File: config.mk
export PLATFORM = sky130hd
export DESIGN_NAME = vga_framebuffer_reader
export DESIGN_NICKNAME = d
export VERILOG_FILES = /design/src/rtl/vga_pkg.sv /design/src/rtl/vga_timing_gen.sv /design/src/rtl/vga_framebuffer_reader.sv
export SDC_FILE = /design/constraint.sdc
export NUM_CORES = 1
export LEC_CHECK = 0
export BUFFER_PORTS_ARGS = -buffer_cell sky130_fd_sc_hd__buf_2
export CORE_ASPECT_RATIO = 0.75
export CORE_UTILIZATION = 45
export CTS_CLUSTER_DIAMETER = 40
export DETAILED_ROUTE_END_ITERATION = 8
export HOLD_SLACK_MARGIN = 0.06
export PLACE_DENSITY_LB_ADDON = 0.25
export SLEW_MARGIN = 25
export SYNTH_ARGS = -nofsm -noshare
export SYNTH_HDL_FRONTEND = slang
export SYNTH_SLANG_ARGS = --single-unit
File: constraint.sdc
create_clock -name clk -period 2.9 [get_ports clk]
set_input_delay 0.725 -clock clk [delete_from_list [all_inputs] [get_ports clk]]
set_output_delay 0.725 -clock clk [all_outputs]
set_load 0.02 [all_outputs]
File: src/rtl/vga_pkg.sv
// vga_pkg: timing defaults, counter/address types and the flag bundle
// shared by the VGA framebuffer reader and its timing generator.
package vga_pkg;

  localparam int H_ACTIVE_DEF = 640;
  localparam int H_FP_DEF     = 16;
  localparam int H_SYNC_DEF   = 96;
  localparam int H_BP_DEF     = 48;
  localparam int V_ACTIVE_DEF = 480;
  localparam int V_FP_DEF     = 10;
  localparam int V_SYNC_DEF   = 2;
  localparam int V_BP_DEF     = 33;

  localparam int H_TOTAL =
    H_ACTIVE_DEF + H_FP_DEF + H_SYNC_DEF + H_BP_DEF;
  localparam int V_TOTAL =
    V_ACTIVE_DEF + V_FP_DEF + V_SYNC_DEF + V_BP_DEF;

  localparam int X0_DEF   = 192;
  localparam int Y0_DEF   = 112;
  localparam int WIN_SIZE = 256;

  typedef logic [9:0]  vga_cnt_t;
  typedef logic [15:0] pix_addr_t;

  // Per-pixel flags that travel alongside the RAM read.
  typedef struct packed {
    logic hs_n;
    logic vs_n;
    logic act;
    logic win;
  } vga_flags_t;

  localparam vga_flags_t FLAGS_IDLE = '{
    hs_n: 1'b1,
    vs_n: 1'b1,
    act:  1'b0,
    win:  1'b0
  };

endpackage

File: src/rtl/vga_timing_gen.sv
// vga_timing_gen: free-running h/v pixel counters, sync/active decode.
// Ports: clk, reset (async, low) in; h_cnt, v_cnt, hsync_raw, vsync_raw,
// active_raw, frame_end (last pixel) and frame_start (registered) out.
module vga_timing_gen
  import vga_pkg::*;
#(
  parameter int H_ACTIVE = H_ACTIVE_DEF,
  parameter int H_FP     = H_FP_DEF,
  parameter int H_SYNC   = H_SYNC_DEF,
  parameter int H_BP     = H_BP_DEF,
  parameter int V_ACTIVE = V_ACTIVE_DEF,
  parameter int V_FP     = V_FP_DEF,
  parameter int V_SYNC   = V_SYNC_DEF,
  parameter int V_BP     = V_BP_DEF
) (
  input  logic     clk,
  input  logic     reset,
  output vga_cnt_t h_cnt,
  output vga_cnt_t v_cnt,
  output logic     hsync_raw,
  output logic     vsync_raw,
  output logic     active_raw,
  output logic     frame_end,
  output logic     frame_start
);

  localparam int HT = H_ACTIVE + H_FP + H_SYNC + H_BP;
  localparam int VT = V_ACTIVE + V_FP + V_SYNC + V_BP;

  localparam vga_cnt_t H_LAST = vga_cnt_t'(HT - 1);
  localparam vga_cnt_t V_LAST = vga_cnt_t'(VT - 1);
  localparam vga_cnt_t H_VIS  = vga_cnt_t'(H_ACTIVE);
  localparam vga_cnt_t V_VIS  = vga_cnt_t'(V_ACTIVE);
  localparam vga_cnt_t HS0 = vga_cnt_t'(H_ACTIVE + H_FP);
  localparam vga_cnt_t HS1 = vga_cnt_t'(H_ACTIVE + H_FP + H_SYNC);
  localparam vga_cnt_t VS0 = vga_cnt_t'(V_ACTIVE + V_FP);
  localparam vga_cnt_t VS1 = vga_cnt_t'(V_ACTIVE + V_FP + V_SYNC);

  logic h_wrap;
  logic v_wrap;

  assign h_wrap    = (h_cnt == H_LAST);
  assign v_wrap    = (v_cnt == V_LAST);
  assign frame_end = h_wrap && v_wrap;

  // frame_start lands on the same edge that wraps to (0,0), so it is
  // never raised by reset alone.
  always_ff @(posedge clk or negedge reset) begin
    if (!reset) begin
      h_cnt       <= '0;
      v_cnt       <= '0;
      frame_start <= 1'b0;
    end else begin
      frame_start <= frame_end;
      if (h_wrap) begin
        h_cnt <= '0;
        v_cnt <= v_wrap ? '0 : v_cnt + 1'b1;
      end else begin
        h_cnt <= h_cnt + 1'b1;
      end
    end
  end

  assign hsync_raw  = !(h_cnt >= HS0 && h_cnt < HS1);
  assign vsync_raw  = !(v_cnt >= VS0 && v_cnt < VS1);
  assign active_raw = (h_cnt < H_VIS) && (v_cnt < V_VIS);

endmodule

File: src/rtl/vga_framebuffer_reader.sv
// vga_framebuffer_reader: VGA timing plus port-B address generation for a
// 256x256 8-bit image. Ports: clk, reset (async, low), enable, pixel_in in;
// pixel_addr, vga_hsync/vsync/blank_n/sync_n, vga_r/g/b, frame_start out.
module vga_framebuffer_reader
  import vga_pkg::*;
#(
  parameter int H_ACTIVE = H_ACTIVE_DEF,
  parameter int H_FP     = H_FP_DEF,
  parameter int H_SYNC   = H_SYNC_DEF,
  parameter int H_BP     = H_BP_DEF,
  parameter int V_ACTIVE = V_ACTIVE_DEF,
  parameter int V_FP     = V_FP_DEF,
  parameter int V_SYNC   = V_SYNC_DEF,
  parameter int V_BP     = V_BP_DEF,
  parameter int X0       = X0_DEF,
  parameter int Y0       = Y0_DEF,
  parameter int RAM_LAT  = 1
) (
  input  logic        clk,
  input  logic        reset,
  input  logic        enable,
  input  logic [7:0]  pixel_in,
  output logic [15:0] pixel_addr,
  output logic        vga_hsync,
  output logic        vga_vsync,
  output logic        vga_blank_n,
  output logic        vga_sync_n,
  output logic [7:0]  vga_r,
  output logic [7:0]  vga_g,
  output logic [7:0]  vga_b,
  output logic        frame_start
);

  localparam vga_cnt_t XS = vga_cnt_t'(X0);
  localparam vga_cnt_t YS = vga_cnt_t'(Y0);

  vga_cnt_t   h_cnt;
  vga_cnt_t   v_cnt;
  logic       hsync_raw;
  logic       vsync_raw;
  logic       active_raw;
  logic       frame_end;
  logic       enable_frame;
  vga_cnt_t   hx;
  vga_cnt_t   vy;
  logic       in_win;
  logic       win_en;
  vga_flags_t cur;
  vga_flags_t dly [RAM_LAT];
  vga_flags_t tail;
  logic [7:0] pix_q;

  vga_timing_gen #(
    .H_ACTIVE (H_ACTIVE),
    .H_FP     (H_FP),
    .H_SYNC   (H_SYNC),
    .H_BP     (H_BP),
    .V_ACTIVE (V_ACTIVE),
    .V_FP     (V_FP),
    .V_SYNC   (V_SYNC),
    .V_BP     (V_BP)
  ) u_timing (
    .clk         (clk),
    .reset       (reset),
    .h_cnt       (h_cnt),
    .v_cnt       (v_cnt),
    .hsync_raw   (hsync_raw),
    .vsync_raw   (vsync_raw),
    .active_raw  (active_raw),
    .frame_end   (frame_end),
    .frame_start (frame_start)
  );

  // Offsets below the origin wrap high, so bits [9:8] clear means
  // the position lies inside the 256-wide span.
  assign hx     = h_cnt - XS;
  assign vy     = v_cnt - YS;
  assign in_win = (h_cnt >= XS) && (hx[9:8] == 2'b00) &&
                  (v_cnt >= YS) && (vy[9:8] == 2'b00);
  assign win_en = in_win && enable_frame;

  assign pixel_addr = win_en ? {vy[7:0], hx[7:0]} : '0;

  // Sampled only on the last pixel so a frame is never torn.
  always_ff @(posedge clk or negedge reset) begin
    if (!reset) begin
      enable_frame <= 1'b0;
    end else if (frame_end) begin
      enable_frame <= enable;
    end
  end

  assign cur = '{
    hs_n: hsync_raw,
    vs_n: vsync_raw,
    act:  active_raw,
    win:  win_en
  };

  // Flags ride RAM_LAT stages so they meet the RAM data.
  always_ff @(posedge clk or negedge reset) begin
    if (!reset) begin
      for (int i = 0; i < RAM_LAT; i++) begin
        dly[i] <= FLAGS_IDLE;
      end
    end else begin
      dly[0] <= cur;
      for (int i = 1; i < RAM_LAT; i++) begin
        dly[i] <= dly[i-1];
      end
    end
  end

  assign tail = dly[RAM_LAT-1];

  always_ff @(posedge clk or negedge reset) begin
    if (!reset) begin
      vga_hsync   <= 1'b1;
      vga_vsync   <= 1'b1;
      vga_blank_n <= 1'b0;
      pix_q       <= '0;
    end else begin
      vga_hsync   <= tail.hs_n;
      vga_vsync   <= tail.vs_n;
      vga_blank_n <= tail.act;
      pix_q       <= tail.win ? pixel_in : '0;
    end
  end

  assign vga_r      = pix_q;
  assign vga_g      = pix_q;
  assign vga_b      = pix_q;
  assign vga_sync_n = 1'b0;

endmodule

Word level (Yosys, flattened, before mapping)

Index checks and enable logic that the tools add are counted.

Flip-flop bits (word level): 37
Output and inout port bits: 45
Input bits: 11

Equal/unequal tests: 2
Muxes and demuxes: 4
Reduce and logical (&&, ||, !) cells: 12
Magnitude comparators: 8
Add/sub/neg operators: 4

Operators by type and width:

| operator              | number |
|---|---|
| $add 10x1->10 const B | 2 |
| $eq 10x10->1 const B  | 2 |
| $lt 10x10->1 const B  | 2 |
| $lt 10x9->1 const B   | 2 |
| $mux 10               | 2 |
| $mux 16               | 1 |
| $ge 10x10->1 const B  | 1 |
| $ge 10x7->1 const B   | 1 |
| $ge 10x8->1 const B   | 1 |
| $ge 10x9->1 const B   | 1 |
| $sub 10x7->10 const B | 1 |
| $sub 10x8->10 const B | 1 |
| $logic_and 1x1->1     | 8 |
| $mux 8                | 1 |
| $logic_not 2->1       | 2 |
| $logic_not 1->1       | 2 |

Depth between registers and ports, before layout

Gate-level depths: netlist of the first run.

Word-level depth: 7
Gate-level depth with buffers: 7
Gate-level depth less buffers: 6

Modules after synthesis

Synthesis of the first run repeated with hierarchy kept, for this count alone.

Cell total of the unflattened synthesis: 192
Area total of the unflattened synthesis: 1995.7 µm²

By module, submodules not included:

| module                 | times used | area each (µm²) | cells an instance | seq. area each (µm²) |
|---|---|---|---|---|
| vga_timing_gen         | 1          | 1098.6          | 109               | 525.5 |
| vga_framebuffer_reader | 1          | 897.1           | 83                | 405.4 |

Worst setup path before layout of the first run

No wires, ideal clock.

Path kind: register to output
From: register u_timing.v_cnt[4]
To: output port pixel_addr[10]
Arrival: 1.897 ns
Slack: 0.278 ns
Stages on the path, launching flop included: 7
Required time: 2.175 ns
Cells stage by stage: dfrtp_1 > ha_1 > a211oi_1 > o211ai_1 > nor4b_2 > buf_4 > and2_1

Longest elaborated chain between the ends: 5
Elaborated cells on any way between the ends: 7
Classes of those cells: add/sub (1); order compare (1); mux (1); reduce/logical (4)

RTL lines:

| item                                                 | line                                                       | source |
|---|---|---|
| from (decl)                                          | vga_timing_gen.sv:19                                       | `output vga_cnt_t v_cnt,` |
| from (signal assigned)                               | vga_timing_gen.sv:57                                       | `v_cnt <= v_wrap ? '0 : v_cnt + 1'b1;` |
| $sub 10x7->10 or $ge 10x7->1 (tied branches)         | vga_framebuffer_reader.sv:77, vga_framebuffer_reader.sv:79 |  |
| $logic_not 2->1 or $logic_and 1x1->1 (tied branches) | vga_framebuffer_reader.sv:79, vga_framebuffer_reader.sv:78 |  |
| $logic_and 1x1->1 *                                  | vga_framebuffer_reader.sv:79                               | `(v_cnt >= YS) && (vy[9:8] == 2'b00);` |
| $logic_and 1x1->1 *                                  | vga_framebuffer_reader.sv:80                               | `assign win_en = in_win && enable_frame;` |
| net win_en                                           | vga_framebuffer_reader.sv:47                               | `logic win_en;` |
| $mux 16 *                                            | vga_framebuffer_reader.sv:82                               | `assign pixel_addr = win_en ? {vy[7:0], hx[7:0]} : '0;` |
| to (decl)                                            | vga_framebuffer_reader.sv:23                               | `output logic [15:0] pixel_addr,` |

Mark *: on every way through the listed nets, which the timed path passes. The rest lies on a longest branch.

Worst setup path in the final report of the first run

From: register u_timing.v_cnt[4]
To: output port pixel_addr[2]

Longest elaborated chain between the ends: 5
Elaborated cells on any way between the ends: 7
Classes of those cells: add/sub (1); order compare (1); mux (1); reduce/logical (4)

RTL lines:

| item                                                 | line |
|---|---|
| $sub 10x7->10 or $ge 10x7->1 (tied branches)         | vga_framebuffer_reader.sv:77, vga_framebuffer_reader.sv:79 |
| $logic_not 2->1 or $logic_and 1x1->1 (tied branches) | vga_framebuffer_reader.sv:79, vga_framebuffer_reader.sv:78 |
| $logic_and 1x1->1 *                                  | vga_framebuffer_reader.sv:79 |
| $logic_and 1x1->1 *                                  | vga_framebuffer_reader.sv:80 |
| $mux 16 *                                            | vga_framebuffer_reader.sv:82 |

Every way passes the cells marked *; elsewhere a longest branch is shown, timed or not.

==> results of run 1 <==
cell type report:
class                           count  area [um^2]  share of cell area (%)
Tap cell                           55        68.82                   2.838
Sequential cell                    37        932.1                   38.44
Timing Repair Buffer               63        355.3                   14.65
Clock buffer                        6        82.58                   3.406
Clock inverter                      2        37.54                   1.548
Inverter                           13        48.80                   2.012
Multi-Input combinational cell    130        899.6                   37.10
final timing paths:
check,startpoint,to,depth (start not counted)
worst max register to register,u_timing.v_cnt[4],enable_frame,7
worst min register to register,dly[1],vga_blank_n,0
worst max-delay path,u_timing.v_cnt[4],pixel_addr[2],8
max in group asynchronous,reset,u_timing.v_cnt[4],1
worst min-delay path,dly[1],vga_blank_n,0
min in group asynchronous,reset,enable_frame,1
metal layers:
metal | vias up | GRT usage (%)
met5 | - | 0
met4 | 0 | 6.753
met3 | 8 | 4.275
met2 | 70 | 30.28
met1 | 774 | 29.55
li1 | 764 | -
flip-flops by register name, summed over array words and instances (netlist names):
name / cells
enable_frame: 1
dly: 4
u_timing.h_cnt: 10
vga_b: 8
vga_blank_n: 1
vga_hsync: 1
u_timing.v_cnt: 10
vga_vsync: 1
u_timing.frame_start: 1
cell usage in the layout, fill, tap and decap left out, types with 2 or more instances in the layout:
| cell | instances |
|---|---|
| nor2_1 | 6 |
| nand2_1 | 10 |
| a21oi_1 | 7 |
| inv_1 | 13 |
| nand3_1 | 6 |
| o21ai_0 | 13 |
| ha_1 | 8 |
| buf_2 | 47 |
| a21boi_0 | 2 |
| xnor2_1 | 4 |
| clkbuf_8 | 6 |
| o22ai_1 | 2 |
| or3_1 | 3 |
| xor2_1 | 6 |
| nand4_1 | 3 |
| buf_4 | 15 |
| mux2i_1 | 2 |
| nand2b_1 | 3 |
| and4_1 | 2 |
| and3_1 | 5 |
| dfrtp_1 | 32 |
| nor3_1 | 3 |
| ha_2 | 2 |
| o2111ai_1 | 2 |
| and2_1 | 25 |
| dfstp_2 | 4 |
stage by stage:
step	instances	hold WS (ns)	util [%]	setup WS (ns)	power [W]
6_report	306	0.3546	57.68	0.05757	0.0009907
5_1_grt	306	0.3607	57.68	0.001521	0.001031
4_1_cts	306	0.3580	57.02	0.06230	0.001001
3_5_place_dp	294	0.3427	53.42	0.2003	0.0005437
3_3_place_gp	294	0.3336	53.42	0.2734	0.0005435
2_1_floorplan	203	0.3312	-	0.2778	0.0005281
power by group:
group / internal [W] / switching [W] / leakage [nW]
registers: 0.000516 / 0 / 0.477
logic: 0.00000465 / 0.0000122 / 0.687
clock network: 0.000279 / 0.000178 / 0.0574
cell families after synthesis:
group / after synthesis / share of synthesized area [%]
simple gates: 73 / 21.73
flops: 37 / 45.67
buf+inv: 36 / 10.68
compound gates: 33 / 9.761
fa+ha+maj: 10 / 6.139
xor+xnor: 10 / 4.297
mux: 3 / 1.535
other cells: 1 / 0.1840
critical path: stages, from the launching register on:
cell      delay (ns)
dfrtp_2         0.42
ha_2            0.23
a211oi_2        0.22
o211ai_1        0.12
nor4b_2         0.24
buf_4           0.17
clkbuf_4        0.16
and2_1          0.13
buf_2           0.15
timing repair:
action | in CTS | in global routing
hold buffers | 0 | 0
cloned | 1 | 0
setup endpoints to repair | 16 | 13
pin swaps | 1 | 0
buffers inserted | 3 | 0
resized for setup | 3 | 10
==> impl_results.md, run 1 <==
* Initial antenna violation count at 0
* Post-Route M1 WL at 2144 um
* Net count, final at ~270
* Clk slew on worst S/H paths at 0.07 ns
* Port bufs at 54
* RSZ-0062 raised after global routing: no
* CP arrival at 2.12 ns
* Avg Cell Area, Syn at 10.04 um^2
* Endpoint class of the critical path: primary output
* Seq/Total Area, Yosys at 45.67%
* Area growth syn-to-layout at 18.97%
* PD cells at 408.6 nW/um^2
* CTS tree: built
* Clock root cell: clkbuf_8
* Synth cell types at 42
* CP Max Fanout at 6
* Number of global-route vias before repair at about 1500
* Period utilization at between 90% and 100%
* Maxcap violations at 0
* Synth cell count leaders: 33 x dfrtp_1, 25 x and2_1, 19 x buf_4
* Fin area at between 2000 and 2500 um^2
* Area leader, netlist: dfrtp_1
* Final Slew Violations at 0
* Die area at 4805 um^2
* Worst-Skew Late Latency at approximately 0.28 ns
* Global-route wire length before repair at 7258 um
* Synth area leaders: dfrtp_1 41%, and2_1 7.7%, buf_4 7.0%
* Share of cells above drive strength 1 at between 30% and 40%
* Placed cell areas at around 2200 um^2
* Post-Route WL at 4170 um
* Slew headroom at 46.17%
* Min Tclk post-route at around 2.8 ns
* Post-synthesis cell count at roughly 200
* Clk_skew at 0.002599 ns
* Routed WL per cell at roughly 14 um
* Avg Vias per Cell at 5.281
* Total iterations of the first detailed-routing run at 4
* Status: completed
* Post-synthesis async set-or-reset flop share at between 90% and 100%
* Maximum clock path buffer count at 2
* Tightest Pin Transition at slightly above 0.8 ns
* Largest net degree at the start of global routing at 38
* Max VDD drop at 0.0002380 V
* Hold Path Class: reg -> reg
* H-tree lvl count at 2
* Top layer in use: met4
* Vias at 1616
* Final ANT Viol Nets at 0
* Starting Density at 48.48%
* Fill cell count at 393
* Syn Nets at 224
* WP data required at 2.17 ns
* Internal reg-to-reg setup slack at 0.85 ns
* Met3 routed WL at 284 um
* Post-synth EDFFs at 0
* Max Clock Freq at between 300 and 400 MHz
* DPL Wire Length at 2867 um
* Clock net sink count at 37
* Setup violators final at 0
* Leak at around 1.2 nW
* WL met2 at 1680 um
* Cell area after synthesis at between 2000 and 2500 um^2
* DRC at 0
* Num rows at 20
* Synthesis Warnings at 0
* Register bit total from synthesis at 37
* Count leader, synth: dfrtp_1
* TNS Setup at 0 ns
* Die Wd at 79.71 um
* RePlAce Congestion at around 0.86
* Core ar. at 4204 um^2
* Setup CP Type: reg -> out
* Synth top area share at roughly two fifths
* Number of antenna diodes at 0
* Drt initial violations at slightly below 100
* Congestion Overflow GR at 0
* Final hold vios at 0
* Chip Height at between 60 and 70 um
* CTS buffer count at 5
* Top_reg_cell synth: dfrtp_1
* Count of boundary I/O pins at 56
* Tot GR Track Use at 20.38%
* Startpoint types: flop
Note: power is estimated with default switching activity, not from simulation.
==> run 2, diff against run 1 <==
--- a/config.mk
+++ b/config.mk
@@ -12,7 +12,9 @@
 export DETAILED_ROUTE_END_ITERATION = 8
 export HOLD_SLACK_MARGIN = 0.06
 export PLACE_DENSITY_LB_ADDON = 0.25
+export REMOVE_ABC_BUFFERS = 1
 export SLEW_MARGIN = 25
 export SYNTH_ARGS = -nofsm -noshare
 export SYNTH_HDL_FRONTEND = slang
+export SYNTH_HIERARCHICAL = 1
 export SYNTH_SLANG_ARGS = --single-unit
==> constraint.sdc (replaced) <==
create_clock -name clk -period 2.35 [get_ports clk]
set_input_delay 0.5875 -clock clk [delete_from_list [all_inputs] [get_ports clk]]
set_output_delay 0.5875 -clock clk [all_outputs]
set_load 0.02 [all_outputs]
==> impl_results.md, run 2 <==
* RSZ-0062 raised after global routing: yes (was no)
* Failing checks: negative setup slack
* Synth cell count leaders: 33 x dfrtp_1, 18 x buf_4, 14 x and3_1 (was 33 x dfrtp_1, 25 x and2_1, 19 x buf_4)
* Core ar. at 4154 um^2 (was 4204 um^2)
* Count leader, synth: dfrtp_1 (unchanged)
* Setup CP Type: reg -> out (unchanged)
* Share of cells above drive strength 1 at 43.25% (was 33.07%)
* Placement Setup Slack at -0.1083 ns (was 0.2003 ns)
* Min Tclk post-route at 2.497 ns
* PD cells at 435.2 nW/um^2 (was 408.6 nW/um^2)
* Status: finished with violations (was completed)
* Final Slew Violations at 0 (unchanged)
* Starting Density at 48.04% (was 48.48%)
* Die area at 4708 um^2 (was 4805 um^2)
* Synth area leaders: dfrtp_1 41%, buf_4 6.8%, dfstp_2 5.3% (was dfrtp_1 41%, and2_1 7.7%, buf_4 7.0%)
* Post-synthesis cell count at 192 (was 203)
* Tot GR Track Use at 20.30% (was 20.38%)
* Synthesis Warnings at 6 (was 0)
* DPL Wire Length at 2930 um (was 2867 um)
* Post-synth EDFFs at 0 (unchanged)
* Die Wd at 78.90 um (was 79.71 um)
* Routed WL per cell at 14.82 um (was 13.63 um)
* DRC at 0 (unchanged)
* Leak at 1.301 nW (was 1.221 nW)
* Avg Cell Area, Syn at 10.39 um^2 (was 10.04 um^2)
* CP arrival at 1.91 ns (was 2.12 ns)
* Avg Vias per Cell at 5.427 (was 5.281)
* Worst hold margin at 0.2482 ns (was 0.3546 ns)
* Vias at 1666 (was 1616)
* Final ANT Viol Nets at 0 (unchanged)
* CTS tree: built (unchanged)
* Count of boundary I/O pins at 56 (unchanged)
* Setup violators final at 15 (was 0)
* Sequential cell area at 932.1 um^2 (unchanged)
* Cell area after synthesis at 1996 um^2 (was 2038 um^2)
* Largest net degree at the start of global routing at 23 (was 38)
* Final WS setup at -0.1471 ns (was 0.05757 ns)
* Synth top area share at 41.38% (was 40.52%)
* Fill cell count at 361 (was 393)
* Area of the multi-input gates at 991.0 um^2 (was 899.6 um^2)
* CP Max Fanout at 7 (was 6)
* Seq/Total Area, Yosys at 46.65% (was 45.67%)
* Register bit total from synthesis at 37 (unchanged)
* Commonest non-fill, non-tap cells in the layout: 40 x buf_2, 32 x dfrtp_1, 19 x buf_4, 13 x nand2_1, 13 x and3_1 (was 47 x buf_2, 32 x dfrtp_1, 25 x and2_1, 15 x buf_4)
* Endpoint class of the critical path: primary output (unchanged)
* Worst-Skew Late Latency at 0.29 ns (was 0.28 ns)
* Hold Path Class: in -> async (was reg -> reg)
* Post-Route WL at 4551 um (was 4170 um)
* Clk slew on worst S/H paths at 0.08 ns (was 0.07 ns)
* Startpoint types: flop (unchanged)
* Most common cell after layout, fill and taps aside: buf_2 (unchanged)
* Global-route wire length before repair at 6927 um (was 7258 um)
* Maximum clock path buffer count at 2 (unchanged)
* Synth cell types at 45 (was 42)
* Num rows at 20 (unchanged)
* Maxcap violations at 0 (unchanged)
* Total iterations of the first detailed-routing run at 4 (unchanged)
* Post-synthesis async set-or-reset flop share at 100.0% (unchanged)
* Net count, final at 269 (was 271)
* Initial antenna violation count at 0 (unchanged)
* Number of antenna diodes at 0 (unchanged)
* Area growth syn-to-layout at 29.72% (was 18.97%)
* H-tree lvl count at 2 (unchanged)
* Drt initial violations at 93 (was 97)
* Final hold vios at 0 (unchanged)
* Area leader, netlist: dfrtp_1 (unchanged)
* Port bufs at 54 (unchanged)
* WP data required at 1.76 ns (was 2.17 ns)
* Max VDD drop at 0.0002891 V (was 0.0002380 V)
* Congestion Overflow GR at 0 (unchanged)
* RePlAce Congestion at 0.7756 (was 0.8575)
* CTS buffer count at 5 (unchanged)
* Max Clock Freq at roughly 400 MHz
* Clock root cell: clkbuf_8 (unchanged)
* Period utilization at 106.3%
* Number of global-route vias before repair at 1454 (was 1522)
* Chip Height at 59.67 um (was 60.29 um)
* Top_reg_cell synth: dfrtp_1 (unchanged)
* Clk_skew at 0.008315 ns (was 0.002599 ns)
* Clock net sink count at 37 (unchanged)
run 2: changes by cell type after synthesis, moves of 5 or more:
| cell | before | now |
|---|---|---|
| and2_1 | 25 | 11 |
| o21ai_0 | 13 | 3 |
| and3_1 | 5 | 14 |
| inv_1 | 13 | 5 |
| a21oi_1 | 7 | 1 |
| nor2_1 | 6 | 11 |
run 2: critical path, stage by stage (launching register included):
cell	delay, ns
dfrtp_1	0.41
ha_2	0.20
a2111o_1	0.42
o311ai_4	0.12
buf_6	0.18
and3_4	0.18
buf_6	0.11
run 2: final cells by class:
cell class / count / area share [%]
Clock inverter: 2 / 0.5317
Multi-Input combinational cell: 130 / 38.28
Inverter: 6 / 0.8700
Timing Repair Buffer: 71 / 18.46
Sequential cell: 37 / 36.01
Clock buffer: 6 / 3.190
Tap cell: 55 / 2.658
run 2: repair_timing:
action | CTS | global route
gates resized for setup | 34 | 8
pin swaps | 6 | 3
buffers inserted | 2 | 4
hold buffers | 0 | 0
gates cloned | 0 | 1
endpoints found under the setup margin | 16 | 16
run 2: path summary, 6_finish.rpt:
| check | startpoint | end | slack [ns] | depth (start not counted) |
|---|---|---|---|---|
| setup / recovery | u_timing/v_cnt[4] | pixel_addr[13] | -0.15 | 6 |
| hold / removal | reset | vga_b[3] | 0.25 | 1 |
| setup reg to reg | u_timing/h_cnt[7] | u_timing/v_cnt[3] | 0.46 | 5 |
| hold reg to reg | dly[1] | vga_blank_n | 0.36 | 0 |
| max in group asynchronous | reset | vga_hsync | 1.49 | 2 |
| min in group clk | dly[1] | vga_blank_n | 0.36 | 0 |
run 2: logic make-up after synthesis:
family	Yosys count	synth area share, %
AO/OA/AOI/OAI	22	9.029
XOR/XNOR	12	5.266
adder cells (fa/ha/maj)	7	4.389
buffers and inverters	26	8.652
flip-flops	37	46.65
multiplexers	3	1.693
other	1	0.1879
AND/OR/NAND/NOR	84	24.14
run 2: report_power, final:
| part | internal, W | switching [W] |
|---|---|---|
| logic | 0.00000788 | 0.0000157 |
| registers | 0.000637 | 0 |
| clock network | 0.000238 | 0.000229 |
| total | 0.000882 | 0.000245 |
run 2: metrics by stage:
step	total power [W]	setup TNS, ns	cells	util, %	cell area [um^2]
final	0.001127	-1.803	307	62.32	2589
after global routing	0.001184	-2.906	307	62.32	2589
after floorplan	0.0006504	-0.1172	172	-	1846
after CTS	0.001140	-1.640	302	60.24	2502
after global placement	0.0006736	-0.2667	292	54.58	2267
after detailed placement	0.0006736	-0.9203	292	54.58	2267
run 2: routing by layer:
| layer | global-route usage (%) | wire length, um | vias up | part of all wire (%) |
|---|---|---|---|---|
| met4 | 7.792 | 32 | 0 | 0.70 |
| met3 | 7.023 | 334 | 2 | 7.3 |
| met2 | 32.92 | 2126 | 77 | 47 |
| met1 | 25.32 | 2058 | 804 | 45 |
| li1 | - | - | 783 | - |
| met5 | 0 | 0 | - | 0 |
